===== src/rtl/dm_pkg.sv =====
// Shared definitions for the data-memory responder: FSM encoding, default
// widths and the legal wait-latency window.
package dm_pkg;

    typedef enum logic [1:0] {
        IDLE = 2'd0,
        WAIT = 2'd1,
        RESP = 2'd2
    } dm_state_t;

    localparam int DM_ADDR_W  = 7;
    localparam int DM_DATA_W  = 32;

    localparam int DM_LAT_MIN = 1;
    localparam int DM_LAT_MAX = 15;
    // Wide enough to hold DM_LAT_MAX-1
    localparam int DM_CNT_W   = 4;

endpackage


===== src/rtl/dm_responder_if.sv =====
// Request/response channel between the memory stage and the data-memory
// responder; master = pipeline side, slave = responder.
interface dm_responder_if
    import dm_pkg::*;
#(
    parameter int ADDR_W = DM_ADDR_W,
    parameter int DATA_W = DM_DATA_W
);
    logic              req_valid;
    logic              req_ready;
    logic              req_write;
    logic [ADDR_W-1:0] req_addr;
    logic [DATA_W-1:0] req_wdata;

    logic              rsp_valid;
    logic              rsp_ready;
    logic              rsp_write;
    logic [DATA_W-1:0] rsp_rdata;

    logic              busy;

    modport master (
        output req_valid, req_write, req_addr, req_wdata, rsp_ready,
        input  req_ready, rsp_valid, rsp_write, rsp_rdata, busy
    );

    modport slave (
        input  req_valid, req_write, req_addr, req_wdata, rsp_ready,
        output req_ready, rsp_valid, rsp_write, rsp_rdata, busy
    );
endinterface


===== src/rtl/dm_array.sv =====
// Single-ported word storage: synchronous write, asynchronous read, no reset
// so contents survive a responder reset.
module dm_array
    import dm_pkg::*;
#(
    parameter int ADDR_W = DM_ADDR_W,
    parameter int DATA_W = DM_DATA_W
) (
    input  logic              CLK,
    input  logic              we,
    input  logic [ADDR_W-1:0] addr,
    input  logic [DATA_W-1:0] wdata,
    output logic [DATA_W-1:0] rdata
);

    logic [DATA_W-1:0] mem [2**ADDR_W];

    always_ff @(posedge CLK) begin
        if (we) begin
            mem[addr] <= wdata;
        end
    end

    assign rdata = mem[addr];

endmodule


===== src/rtl/dm_responder.sv =====
// Data-memory responder: accepts one load/store, waits LATENCY cycles, then
// performs the single array access and holds the response until taken.
//
//   state | meaning
//   IDLE  | ready for a command, req_ready high
//   WAIT  | command latched, counting down the programmed latency
//   RESP  | response valid, held until rsp_ready
module dm_responder
    import dm_pkg::*;
#(
    parameter int ADDR_W  = DM_ADDR_W,
    parameter int DATA_W  = DM_DATA_W,
    parameter int LATENCY = 2
) (
    input logic           CLK,
    input logic           RST_n,
    dm_responder_if.slave bus
);

    if (LATENCY < DM_LAT_MIN || LATENCY > DM_LAT_MAX) begin : g_bad_latency
        $error("dm_responder: LATENCY must lie in 1..15");
    end

    localparam logic [DM_CNT_W-1:0] CNT_LOAD = DM_CNT_W'(LATENCY - 1);

    dm_state_t           state_q;
    dm_state_t           state_d;
    logic                accept;
    logic                access;
    logic                done;

    logic [DM_CNT_W-1:0] cnt_q;
    logic [ADDR_W-1:0]   addr_q;
    logic [DATA_W-1:0]   wdata_q;
    logic                write_q;

    logic                rsp_valid_q;
    logic [DATA_W-1:0]   rsp_rdata_q;
    logic                rsp_write_q;

    logic [DATA_W-1:0]   array_rdata;

    always_ff @(posedge CLK or negedge RST_n) begin
        if (!RST_n) begin
            state_q <= IDLE;
        end else begin
            state_q <= state_d;
        end
    end

    always_comb begin
        state_d = state_q;
        accept  = 1'b0;
        access  = 1'b0;
        done    = 1'b0;
        case (state_q)
            IDLE: begin
                if (bus.req_valid) begin
                    accept  = 1'b1;
                    state_d = WAIT;
                end
            end
            WAIT: begin
                if (cnt_q == '0) begin
                    access  = 1'b1;
                    state_d = RESP;
                end
            end
            RESP: begin
                if (bus.rsp_ready) begin
                    done    = 1'b1;
                    state_d = IDLE;
                end
            end
            default: state_d = IDLE;
        endcase
    end

    always_ff @(posedge CLK or negedge RST_n) begin
        if (!RST_n) begin
            cnt_q       <= '0;
            addr_q      <= '0;
            wdata_q     <= '0;
            write_q     <= 1'b0;
            rsp_valid_q <= 1'b0;
            rsp_rdata_q <= '0;
            rsp_write_q <= 1'b0;
        end else begin
            if (accept) begin
                cnt_q   <= CNT_LOAD;
                addr_q  <= bus.req_addr;
                wdata_q <= bus.req_wdata;
                write_q <= bus.req_write;
            end else if (state_q == WAIT && cnt_q != '0) begin
                cnt_q <= cnt_q - 1'b1;
            end

            // A store echoes its own data rather than the pre-write array word
            if (access) begin
                rsp_valid_q <= 1'b1;
                rsp_rdata_q <= write_q ? wdata_q : array_rdata;
                rsp_write_q <= write_q;
            end else if (done) begin
                rsp_valid_q <= 1'b0;
            end
        end
    end

    dm_array #(
        .ADDR_W (ADDR_W),
        .DATA_W (DATA_W)
    ) u_array (
        .CLK   (CLK),
        .we    (access & write_q),
        .addr  (addr_q),
        .wdata (wdata_q),
        .rdata (array_rdata)
    );

    assign bus.req_ready = (state_q == IDLE);
    assign bus.busy      = (state_q != IDLE);
    assign bus.rsp_valid = rsp_valid_q;
    assign bus.rsp_rdata = rsp_rdata_q;
    assign bus.rsp_write = rsp_write_q;

endmodule


===== src/flat_wrapper.sv =====
// flat-port wrapper written by rule: the top's interface ports become plain ports
module dm_responder_flat import dm_pkg::*;
#(
    parameter int ADDR_W  = DM_ADDR_W,
    parameter int DATA_W  = DM_DATA_W,
    parameter int LATENCY = 2
)
  (CLK, RST_n, bus_req_valid, bus_req_write, bus_req_addr, bus_req_wdata, bus_rsp_ready, bus_req_ready, bus_rsp_valid, bus_rsp_write, bus_rsp_rdata, bus_busy);
  dm_responder_if #(.ADDR_W(ADDR_W), .DATA_W(DATA_W)) bus_i ();
  input logic CLK;
  input logic RST_n;
  input wire logic [$bits(bus_i.req_valid)-1:0] bus_req_valid;
  input wire logic [$bits(bus_i.req_write)-1:0] bus_req_write;
  input wire logic [$bits(bus_i.req_addr)-1:0] bus_req_addr;
  input wire logic [$bits(bus_i.req_wdata)-1:0] bus_req_wdata;
  input wire logic [$bits(bus_i.rsp_ready)-1:0] bus_rsp_ready;
  output wire logic [$bits(bus_i.req_ready)-1:0] bus_req_ready;
  output wire logic [$bits(bus_i.rsp_valid)-1:0] bus_rsp_valid;
  output wire logic [$bits(bus_i.rsp_write)-1:0] bus_rsp_write;
  output wire logic [$bits(bus_i.rsp_rdata)-1:0] bus_rsp_rdata;
  output wire logic [$bits(bus_i.busy)-1:0] bus_busy;
  assign bus_i.req_valid = bus_req_valid;
  assign bus_i.req_write = bus_req_write;
  assign bus_i.req_addr = bus_req_addr;
  assign bus_i.req_wdata = bus_req_wdata;
  assign bus_i.rsp_ready = bus_rsp_ready;
  assign bus_req_ready = bus_i.req_ready;
  assign bus_rsp_valid = bus_i.rsp_valid;
  assign bus_rsp_write = bus_i.rsp_write;
  assign bus_rsp_rdata = bus_i.rsp_rdata;
  assign bus_busy = bus_i.busy;
  dm_responder #(.ADDR_W(ADDR_W), .DATA_W(DATA_W), .LATENCY(LATENCY)) u_core (.CLK(CLK), .RST_n(RST_n), .bus(bus_i));
endmodule

===== config.mk =====
export PLATFORM = sky130hd
export DESIGN_NAME = dm_responder_flat
export DESIGN_NICKNAME = d
export VERILOG_FILES = /design/src/rtl/dm_pkg.sv /design/src/rtl/dm_responder_if.sv /design/src/rtl/dm_array.sv /design/src/rtl/dm_responder.sv /design/src/flat_wrapper.sv
export SDC_FILE = /design/constraint.sdc
export NUM_CORES = 2
export LEC_CHECK = 0
export ABC_AREA = 0
export CAP_MARGIN = 20
export CORE_MARGIN = 3
export CORE_UTILIZATION = 30
export CTS_CLUSTER_SIZE = 20
export DETAILED_ROUTE_END_ITERATION = 12
export GPL_TIMING_DRIVEN = 0
export REMOVE_ABC_BUFFERS = 1
export SYNTH_ARGS = -nofsm -noshare
export SYNTH_HDL_FRONTEND = slang
export SYNTH_SLANG_ARGS = --single-unit
export TNS_END_PERCENT = 20

===== constraint.sdc =====
create_clock -name CLK -period 6.45 [get_ports CLK]
set_clock_uncertainty 0.05 [all_clocks]
set_input_delay 1.29 -clock CLK [delete_from_list [all_inputs] [get_ports CLK]]
set_output_delay 1.29 -clock CLK [all_outputs]
set_load 0.05 [all_outputs]

== Yosys cells after proc, flatten, opt, wreduce, memory -nomap -nowiden ==
Memories as Yosys holds them, arrays and structs flattened. A register that Yosys moved wholly into a read port is not among the register bits.
Cells that the tools add are included.
Storage, ports and cells
  flip-flop bits (word level): 48
  bits in writable memories: 4096
  logic and storage cells: 40
  output and inout bits: 36
  memories kept: 1
  bits of input ports: 44
Operators by class
  reduce and logical (&&, ||, !) cells: 9
  mux-type cells: 16
  bitwise gates (word level): 1
  equal/unequal tests: 5
  add/subtract/negate cells: 1
Memories
  u_core.u_array.mem: depth 128, width 32, read ports 1, clocked after Yosys merged registers in 1, write ports 1, RTL line dm_array.sv:16  | logic [DATA_W-1:0] mem [2**ADDR_W];
Operator list (number)
  $mux 1: 10
  $mux 4: 2
  $mux 2: 3
  $pmux 2 s3: 1
  $reduce_bool 2->1: 3
  $logic_not 4->1: 1
  $ne 2x2->1 const B: 2
  $reduce_bool 4->1: 1
  $sub 4x1->4 const B: 1
  $reduce_and 3->1: 1
  $eq 2x1->1 const B: 1
  $eq 2x2->1 const B: 1
  $logic_not 2->1: 1
  $ne 2x1->1 const B: 1
  $and 1x1->1: 1
  $logic_and 1x1->1: 1
  $logic_not 1->1: 1

== Depth between registers and ports, before layout ==
  depth in word-level cells: 6
  mapped depth: 13
  depth with buffers taken out: 9

== By module ==
From an unflattened synthesis, not the netlist that was laid out.
Second synthesis, totals
  cell total of the unflattened synthesis: 9194
  area total of the unflattened synthesis: 160003.5 µm²
Modules (own cells, without submodules)
  dm_array: sequential area each 122998.0 µm², instances 1, area each 156616.5 µm², cells an instance 8922
  dm_responder: sequential area each 2001.9 µm², instances 1, area each 3387.0 µm², cells an instance 272

== Least setup slack after synthesis ==
OpenSTA, ideal clock, no wires.
  path kind: register -> register
  from: reg u_core.cnt_q[0]
  to: mem u_core.u_array.mem[70][0] (netlist name), enable pin
  path buffers: 1
  period minus slack after synthesis: 3.905 ns
  arrival: 3.434 ns
  required time: 5.979 ns
  path slack: 2.545 ns
  cell stages (with the launch flop): 10
  library setup time: 0.421 ns
  cell sequence: dfrtp_1 > inv_1 > ha_1 > or3b_2 > nor2_1 > nand2_1 > nor2_1 > nand2_1 > buf_2 > nor2_1
Between the ends
  longest elaborated chain between the ends: 6
RTL lines
  from (decl): RTL line dm_responder.sv:32  | logic [DM_CNT_W-1:0] cnt_q;
  from (signal assigned): RTL line dm_responder.sv:95  | cnt_q <= cnt_q - 1'b1;
  $logic_not 4->1: RTL line dm_responder.sv:64  | if (cnt_q == '0) begin
  $mux 1: RTL line dm_responder.sv:64
  $mux 1: RTL line dm_responder.sv:56  | case (state_q)
  $and 1x1->1: RTL line dm_responder.sv:114  | .we (access & write_q),
  $mux 1: RTL line dm_array.sv:19  | if (we) begin
  $mux 1 (not written as such): RTL line dm_array.sv:20  | mem[addr] <= wdata;
  to (decl): RTL line dm_array.sv:16
No other way between the ends.

==> summary.txt <==
CTS
  – Number of instances resized during post-cts repair: 1
  – Post-CTS setup buffer count: 0
  – Cts hold-fix bufs: 0
  – Clock transition at the registers of the reported paths: about 0.060 ns
  – Latest clock arrival within the worst-skew pair: 1.00 ns
  – CTS Buf Count: 416
  – Clock root cell: clkbuf_16
  – CTS tree: done
  – Clock Sink Count: roughly 4,200
  – H-tree depth: 5
  – Number of buffers on the longest clock path: 4

Cells and area
  – Area added between synthesis and finish: 18.51%
  – Area taken by flip-flops and latches: between 0.1 and 0.15 mm²
  – Commonest non-fill, non-tap cell in the layout: edfxtp_1
  – Layout net count: between 8,000 and 9,000
  – Number of fill cells in the layout: 48,122
  – Share of final-layout standard cells stronger than drive strength 1: between 10% and 20%
  – Most used cells in the layout excluding fill and tap cells: edfxtp_1 (4,096), a221oi_1 (466), mux4_2 (440)
  – Area occupied by multi-input gates: around 0.032 mm²
  – Final core utilization: 35.70%

Timing
  – Post-route clock period utilization: 95.91%
  – Max Slew Vio Count: 0
  – Total negative slack for setup checks: 0 ns
  – Fmax: ~160 MHz
  – Final count of negative-setup-slack endpoints: 0
  – Final count of hold timing violations: 0
  – Worst slew margin relative to its limit: between 10% and 20%
  – Final period demand of the worst path: between 6 and 7 ns
  – Setup repair after global routing missed its margin: false
  – Worst setup slack after layout: roughly 0.26 ns
  – Slew of the pin with the lowest slew margin: ~1.3 ns

Route
  – Wirelength, routed: ~520,000 µm
  – Routed length on met3: approximately 62,000 µm
  – Routed met2 length: about 240,000 µm
  – Top layer used by detailed routing: met5
  – Starting DRT DRC Count: 14,337
  – Number of remaining DRC errors: 0
  – Wire per inst: 32.54 µm
  – DRT antenna net count: 0
  – Overall via count from detail_route: 89,559
  – Number of optimization iterations in the first detailed-route pass: 8
  – Routed vias/inst: 5.628
  – Detailed-routing wirelength on met1: between 150,000 and 200,000 µm

Global routing
  – Antenna violations before repair: 27
  – Largest net degree at the start of global routing: ~100
  – Number of global-route vias before repair: 86,822
  – Global route total overflow: 0
  – Global-route wire length before repair: slightly above 700,000 µm
  – Global router's overall resource usage: 18.46%

Floorplanning
  – Placeable core region: between 0.5 and 0.6 mm²
  – Die footprint: approximately 0.54 mm²
  – Floorplan die width: approximately 730 µm
  – Count of pins on the block boundary: 80
  – Vertical die dimension: 735.0 µm
  – Effective utilization at floorplan: between 30% and 40%
  – Cell Rows: approximately 270

Power
  – Ratio of total power to cell area: between 400 and 500 mW/mm²
  – IR Drop Worst-Case VDD: ~0.00039 V
  – Leakage power: approximately 58 nW

Setup path
  – Largest stage delay on the critical path: roughly 0.8 ns
  – Crit-path cells: buf_16 -> buf_16 -> buf_16 -> buf_16 -> buf_16 -> inv_8 -> buf_16 -> buf_16 -> a221oi_1 -> nor2_1 -> o31ai_1 -> a2111oi_2 -> buf_4 -> a2111oi_2 -> a22oi_1
  – CP endpoint kind: flip-flop
  – Worst r2r path cells: 15
  – Worst EP required: ~7.2 ns
  – Largest fanout on the critical path: 73
  – Worst endpoint data arrival time: between 6 and 7 ns
  – Cell occurring most often along the worst timing path: buf_16
  – Kind of launch point of the worst setup path: flip-flop
  – Worst Path Class, Setup: reg -> reg
  – Cell with the largest stage delay on the worst path: o31ai_1

Place
  – DP Worst Slack: -0.04285 ns
  – Port Buffer Count: between 70 and 80
  – Detail Placement HPWL: 316,200 µm
  – GPL Wtd Cong: ~0.81

Synth
  – Cell area after synthesis: approximately 0.16 mm²
  – Post-synthesis instance total: approximately 8,200
  – Number of enable flip-flop cells after synthesis: ~4,100
  – Share of flip-flops with an asynchronous set or reset: under 10%
  – Post-synthesis sequential area ratio: around four fifths
  – Synthesized area per cell: 19.33 µm²
  – Most instantiated flip-flop cell in the synthesis netlist: edfxtp_1
  – Synthesis Warnings: 0
  – Count of state elements after synthesis: 4,176
  – Library cells used by synthesis: 89

Hold path
  – Path class of the lowest-slack min-delay path: in -> async

Job
  – Maxcap violations: 0

Status
  – Status: finished, final reports clean
registers in the layout, summed over array words and instances (netlist names):
name	cells
u_core.wdata_q	32
u_core.state_q	2
u_core.u_array.mem	4096
u_core.cnt_q	4
u_core.write_q	1
u_core.bus.rsp_write	1
u_core.addr_q	7
u_core.bus.rsp_rdata	32
u_core.bus.rsp_valid	1
worst max-delay path, delay by kind of cell (launching register included):
family / cells / cell delay [ns]
buffers and inverters: 9 / 2.55
AO/OA/AOI/OAI: 5 / 2.26
flip-flops: 1 / 0.67
AND/OR/NAND/NOR: 1 / 0.09
power breakdown:
part	internal, mW	leakage, nW	switching, mW
Sequential	33.8	38.1	2.46
Clock	13.9	6.65	10.3
Combinational	9.39	13.3	19.0
cell usage after synthesis, drive strengths merged (22+ instances only):
cell	instances	area share (%)
edfxtp	4096	77
a221oi	467	2.6
mux4	442	6.2
buf	405	1.7
nand2	381	0.90
nor2	310	0.73
mux2i	307	1.9
a21oi	220	0.69
a22oi	211	0.99
o21ai	197	0.62
clkbuf	158	0.37
a22o	101	0.55
mux2	89	0.63
o22ai	82	0.32
dfrtp	80	1.3
a31oi	61	0.24
a221o	56	0.35
o211ai	50	0.24
nor3	48	0.16
a2111oi	47	0.27
nand3	40	0.13
o221ai	36	0.20
a211oi	33	0.16
o2111ai	24	0.13
o21a	24	0.11
nor4	22	0.086
per-layer routing:
| metal | up-vias | track usage, % |
|---|---|---|
| met4 | 12 | 8.808 |
| met5 | - | 0 |
| met2 | 6098 | 28.72 |
| met1 | 47115 | 23.88 |
| li1 | 35305 | - |
| met3 | 1029 | 5.135 |
stage by stage:
| stage | std cells | hold WS (ns) | cell area (µm²) | power (mW) |
|---|---|---|---|---|
| 4_1_cts | 15892 | 0.09042 | 188800 | 88.34 |
| 5_1_grt | 15902 | 0.1259 | 188900 | 91.02 |
| 6_report | 15913 | 0.1450 | 188900 | 88.86 |
| 3_5_place_dp | 15121 | 0.4371 | 175100 | 64.46 |
| 2_1_floorplan | 7683 | 0.4128 | 156200 | 48.10 |
| 3_3_place_gp | 14756 | 0.4438 | 165700 | 54.42 |
logic make-up (layout without fill, tap and decap cells):
group                      Yosys count  after routing  synth area share [%]
and+or+nand+nor                    918            918                 2.512
DFF                               4176           4176                 78.41
buffers and inverters              575           1235                 2.061
xor gates and xnor gates             2              2               0.01099
muxes                              838            838                 8.806
AOI/OAI and AO/OA                 1736           1736                 8.188
adders and majority gates            1              1              0.007848
other                                0             13                     0
cell type report:
| cell class | count | area share, % |
|---|---|---|
| Tap cell | 6994 | 4.632 |
| Timing Repair Buffer | 452 | 4.681 |
| Inverter | 12 | 0.04172 |
| Clock inverter | 241 | 1.322 |
| Sequential cell | 4176 | 66.24 |
| Antenna cell | 13 | 0.01722 |
| Clock buffer | 530 | 5.904 |
| Multi-Input combinational cell | 3495 | 17.16 |
worst paths after layout:
check,endpoint,slack (ns),startpoint
min reg2reg,u_core.bus.rsp_write,0.46,u_core.bus.rsp_write
max,u_core.bus.rsp_rdata[16],0.26,u_core.addr_q[0]
max in group asynchronous,u_core.wdata_q[6],5.32,RST_n
max reg2reg,u_core.bus.rsp_rdata[16],0.26,u_core.addr_q[0]
min,u_core.wdata_q[26],0.14,RST_n
min in group CLK,u_core.bus.rsp_write,0.46,u_core.bus.rsp_write
(Power assumes the default switching activity.)
